==> src/rtl/phoneme_queue.sv <==
// Host-to-chatter phoneme FIFO with a write/busy handshake FSM and an ack-timeout flag.
// Optional: define PHONEME_QUEUE_AUTOPAUSE_EN to append a PA4 (6'h03) after each utterance.
module phoneme_queue #(
  parameter int unsigned DEPTH       = 16,
  parameter int unsigned ADDR_W      = 4,
  parameter int unsigned ACK_TIMEOUT = 8
) (
  input  logic              clk,
  input  logic              rst,
  input  logic [5:0]        in_data,
  input  logic              in_valid,
  output logic              in_ready,
  input  logic              flush,
  output logic [5:0]        data,
  output logic              write,
  input  logic              busy,
  output logic [ADDR_W:0]   count,
  output logic              idle,
  output logic              ack_err
);

  localparam logic [1:0]        S_IDLE   = 2'd0;
  localparam logic [1:0]        S_ACK    = 2'd1;
  localparam logic [1:0]        S_PLAY   = 2'd2;
  localparam logic [ADDR_W:0]   FULL     = (ADDR_W+1)'(DEPTH);
  localparam logic [7:0]        ACK_LAST = 8'(ACK_TIMEOUT - 1);

  logic [5:0]        mem_q [DEPTH];
  logic [ADDR_W-1:0] rd_ptr_q, rd_ptr_d, wr_ptr_q, wr_ptr_d;
  logic [ADDR_W:0]   count_q, count_d;
  logic [1:0]        state_q, state_d;
  logic [7:0]        timer_q, timer_d;
  logic [5:0]        data_q, data_d;
  logic              write_q, write_d;
  logic              ack_err_q, ack_err_d;
  logic              pop, push;
`ifdef PHONEME_QUEUE_AUTOPAUSE_EN
  localparam logic [5:0] PAUSE_CODE = 6'h03;
  logic arm_q, arm_d, pend_q, pend_d;
`endif

  // A pop frees a slot, so a push is accepted at full when it coincides with a pop.
  assign pop  = (state_q == S_IDLE) && (count_q != '0) && !busy && !flush;
  assign push = in_valid && !flush && ((count_q != FULL) || pop);

  always_comb begin
    rd_ptr_d = rd_ptr_q;
    wr_ptr_d = wr_ptr_q;
    count_d  = count_q;
    if (flush) begin
      count_d  = '0;
      rd_ptr_d = wr_ptr_q;
    end else begin
      if (push) wr_ptr_d = wr_ptr_q + 1'b1;
      if (pop)  rd_ptr_d = rd_ptr_q + 1'b1;
      if (push && !pop)      count_d = count_q + 1'b1;
      else if (pop && !push) count_d = count_q - 1'b1;
    end
  end

  always_comb begin
    state_d   = state_q;
    timer_d   = timer_q;
    data_d    = data_q;
    write_d   = 1'b0;
    ack_err_d = ack_err_q;
`ifdef PHONEME_QUEUE_AUTOPAUSE_EN
    arm_d  = arm_q;
    pend_d = pend_q;
`endif
    case (state_q)
      S_IDLE: begin
        if (pop) begin
          data_d  = mem_q[rd_ptr_q];
          write_d = 1'b1;
          timer_d = '0;
          state_d = S_ACK;
`ifdef PHONEME_QUEUE_AUTOPAUSE_EN
          arm_d  = (mem_q[rd_ptr_q] > 6'd4);
          pend_d = 1'b0;
        end else if (push) begin
          pend_d = 1'b0;
        end else if (pend_q && !busy && !flush) begin
          data_d  = PAUSE_CODE;
          write_d = 1'b1;
          timer_d = '0;
          state_d = S_ACK;
          arm_d   = 1'b0;
          pend_d  = 1'b0;
`endif
        end
      end
      S_ACK: begin
        if (busy) begin
          state_d = S_PLAY;
        end else if (timer_q == ACK_LAST) begin
          ack_err_d = 1'b1;
          state_d   = S_IDLE;
        end else begin
          timer_d = timer_q + 8'd1;
        end
      end
      S_PLAY: begin
        if (!busy) begin
          state_d = S_IDLE;
`ifdef PHONEME_QUEUE_AUTOPAUSE_EN
          pend_d = arm_q && (count_q == '0) && !push;
`endif
        end
      end
      default: state_d = S_IDLE;
    endcase
`ifdef PHONEME_QUEUE_AUTOPAUSE_EN
    if (flush) begin
      arm_d  = 1'b0;
      pend_d = 1'b0;
    end
`endif
  end

  always_ff @(posedge clk) begin
    if (push && !rst) mem_q[wr_ptr_q] <= in_data;
  end

  always_ff @(posedge clk) begin
    if (rst) begin
      rd_ptr_q  <= '0;
      wr_ptr_q  <= '0;
      count_q   <= '0;
      state_q   <= S_IDLE;
      timer_q   <= '0;
      data_q    <= '0;
      write_q   <= 1'b0;
      ack_err_q <= 1'b0;
`ifdef PHONEME_QUEUE_AUTOPAUSE_EN
      arm_q  <= 1'b0;
      pend_q <= 1'b0;
`endif
    end else begin
      rd_ptr_q  <= rd_ptr_d;
      wr_ptr_q  <= wr_ptr_d;
      count_q   <= count_d;
      state_q   <= state_d;
      timer_q   <= timer_d;
      data_q    <= data_d;
      write_q   <= write_d;
      ack_err_q <= ack_err_d;
`ifdef PHONEME_QUEUE_AUTOPAUSE_EN
      arm_q  <= arm_d;
      pend_q <= pend_d;
`endif
    end
  end

  assign in_ready = (count_q != FULL);
  assign data     = data_q;
  assign write    = write_q;
  assign count    = count_q;
  assign ack_err  = ack_err_q;
  assign idle     = (count_q == '0) && (state_q == S_IDLE) && !busy;

endmodule

==> config.mk <==
export PLATFORM = sky130hd
export DESIGN_NAME = phoneme_queue
export DESIGN_NICKNAME = d
export VERILOG_FILES = /design/src/rtl/phoneme_queue.sv
export SDC_FILE = /design/constraint.sdc
export NUM_CORES = 1
export LEC_CHECK = 0
export ABC_AREA = 1
export BUFFER_PORTS_ARGS = -buffer_cell sky130_fd_sc_hd__buf_2
export CAP_MARGIN = 10
export CORE_AREA = 4 4 135 137
export DETAILED_ROUTE_END_ITERATION = 7
export DIE_AREA = 0 0 139 141
export SYNTH_ARGS = -nofsm -noshare
export SYNTH_HDL_FRONTEND = slang
export SYNTH_SLANG_ARGS = --single-unit
export TNS_END_PERCENT = 1
==> constraint.sdc <==
create_clock -name clk -period 2.7 [get_ports clk]
set_input_delay 0.135 -clock clk [delete_from_list [all_inputs] [get_ports clk]]
set_output_delay 0.135 -clock clk [all_outputs]
set_load 0.01 [all_outputs]
==> flow_summary.json <==
{
  "drive_above_1_share_pct": 11.50,
  "status": "completed",
  "arrival_ns": 2.63,
  "ys.flop_type": "edfxtp_1",
  "final_max_slew_viol_count": 0,
  "synth_area_per_cell_um2": 9.347,
  "tightest_slew_ns": 0.8426,
  "critPathMaxFanout": 8,
  "hold_viol": 0,
  "via_per_inst": 4.532,
  "initial_core_util_pct": 34.25,
  "wirelength_mm": 12.60,
  "min_period_ns": 2.329,
  "overflow": 0,
  "path_class": "reg2reg",
  "ys_ff_latch": 127,
  "synth_edf_count": 96,
  "powerDensity_nw_per_um2": 711.1,
  "num_antenna_cells": 0,
  "routedWlPerCell_um": 14.22,
  "async_reset_ff_share_pct": 0,
  "die_w_um": 139,
  "min_period_over_period_pct": 86.24,
  "htreeDepth": 4,
  "cts_buffers": 17,
  "row_count": 48,
  "cts_resized": 0,
  "worstHoldPathType": "in2reg",
  "antenna_left": 0,
  "synthDistinctLibCells": 34,
  "antenna_found_initial": 0,
  "p_leak_nw": 2.793,
  "area_growth_pct": 15.34,
  "port_buffers": 25,
  "required_ns": 3.00,
  "grt_pass1_wl_mm": 20.45,
  "synthesis.nets": 647,
  "fin_area_um2": 6738,
  "die-area_um2": 19600,
  "cts_root_buffer": "clkbuf_16",
  "post_dp_cell_area_um2": 6146,
  "ys_seq_area_share_pct": 59.97,
  "clkSinkCount": 127,
  "fin_setup_tns_ns": 0,
  "setup_violations": 0,
  "core_area_um2": 17060,
  "cp-end-kind": "flip-flop",
  "skew_ns": 0.01011,
  "design.portCount": 26,
  "grt_pass1_vias": 3844,
  "first_pass_iters": 5,
  "routabilityCongestion": 0.7876,
  "clkLatencyLatePin_ns": 0.41,
  "vias": 4015,
  "yosys_warnings": 0,
  "max_slew_margin_pct": 43.77,
  "clk_pin_slew_ns": 0.05,
  "syn-cell-area_um2": 5842,
  "final_cell_mix": "nand2_1, edfxtp_1, inv_1",
  "cts_tree": "yes",
  "cts_setup_buffers": 0,
  "grtUsageTotal_pct": 13.43,
  "netlist_instances": 625,
  "worst_setup_path_start_kind": "flip-flop",
  "final_common_cell": "nand2_1",
  "drc": 0,
  "ir_worst_vdd_v": 0.0003225,
  "rsz0062_at_grt": "false",
  "fmax_mhz": 429.5,
  "ctsHoldBuffers": 0,
  "grt_max_degree": 53,
  "clockBufferDepth": 2,
  "drv_cap": 0,
  "dp_hpwl_mm": 7.977,
  "fin_nets": 670,
  "drt_iter0_drc": 274,
  "dieHeight_um": 141
}
## metal layers
layer / track usage [%] / vias up / share of wire, %
met5: 0 / - / 0
met4: 5.355 / 0 / 2.4
met3: 3.630 / 26 / 4.2
met2: 22.55 / 79 / 49
met1: 16.52 / 1840 / 44
li1: - / 2070 / -
## sequential cells by signal, summed over array words and instances (netlist names)
| signal | cells |
|---|---|
| state_q | 2 |
| mem_q | 96 |
| timer_q | 8 |
| data | 6 |
| write | 1 |
| ack_err | 1 |
| wr_ptr_q | 4 |
| rd_ptr_q | 4 |
| count | 5 |
## cell type report
class | count | area [um^2]
fill | 1714 | 10320
multi-input combinational | 387 | 1874
clock buffer | 17 | 425.4
timing repair buffer | 31 | 170.2
inverter | 84 | 315.3
tap | 225 | 281.5
sequential | 127 | 3505
clock inverter | 15 | 166.4
## critical path, stage by stage (launching register included)
cell,delay [ns]
dfxtp_1,0.44
nor2_1,0.10
nand4_1,0.16
nand3_2,0.22
ha_1,0.30
inv_1,0.15
ha_1,0.30
a21oi_1,0.16
nand2_1,0.07
xor2_1,0.14
o21ai_0,0.14
inv_1,0.05
## kinds of logic (layout without fill, tap and decap cells)
group | Yosys count | count (layout) | synth area share [%]
xor+xnor | 11 | 11 | 1.649
flops | 127 | 127 | 59.97
compound gates | 44 | 44 | 4.562
simple gates | 321 | 321 | 23.39
fa+ha+maj | 11 | 11 | 2.484
buf+inv | 111 | 147 | 7.946
## metrics by stage
stage | hold slack (ns) | worst slack, ns | util [%] | instances | total power [mW]
after floorplan | 0.2078 | 0.4050 | - | 625 | 2.451
after global placement | 0.4450 | 0.4507 | 36.03 | 854 | 2.565
after detailed placement | 0.4371 | 0.3970 | 36.03 | 854 | 2.567
after CTS | 0.008044 | 0.3769 | 39.50 | 886 | 4.832
after global routing | 0.02168 | 0.1707 | 39.50 | 886 | 4.979
final | 0.02221 | 0.3715 | 39.50 | 886 | 4.791
## Yosys cell counts, types with 7 or more instances
cell | instances | area [um^2]
a21oi_1 | 20 | 100.1
buf_2 | 14 | 70.07
dfxtp_1 | 31 | 620.6
edfxtp_1 | 96 | 2883
ha_1 | 10 | 125.1
inv_1 | 80 | 300.3
nand2_1 | 194 | 728.2
nand3_1 | 77 | 385.4
nor2_1 | 37 | 138.9
o21a_1 | 7 | 52.55
o21ai_0 | 10 | 50.05
xor2_1 | 9 | 78.83
## final timing paths
path                                             from                 endpoint  slack (ns)  cells after the start
worst max-delay path            count[0]$_SDFFE_PP0P_    count[3]$_SDFFE_PP0P_        0.37                     11
worst min-delay path                             busy  state_q[1]$_SDFFE_PP0P_        0.02                      3
worst max register to register  count[0]$_SDFFE_PP0P_    count[3]$_SDFFE_PP0P_        0.37                     11
worst min register to register   ack_err$_SDFFE_PP0P_     ack_err$_SDFFE_PP0P_        0.46                      1
## power by group
| part | switching, mW | total, mW | internal (mW) |
|---|---|---|---|
| logic | 0.265 | 0.380 | 0.116 |
| clock network | 0.823 | 2.27 | 1.44 |
| registers | 0.0197 | 2.14 | 2.13 |
Power figures use the tool's default switching activity.
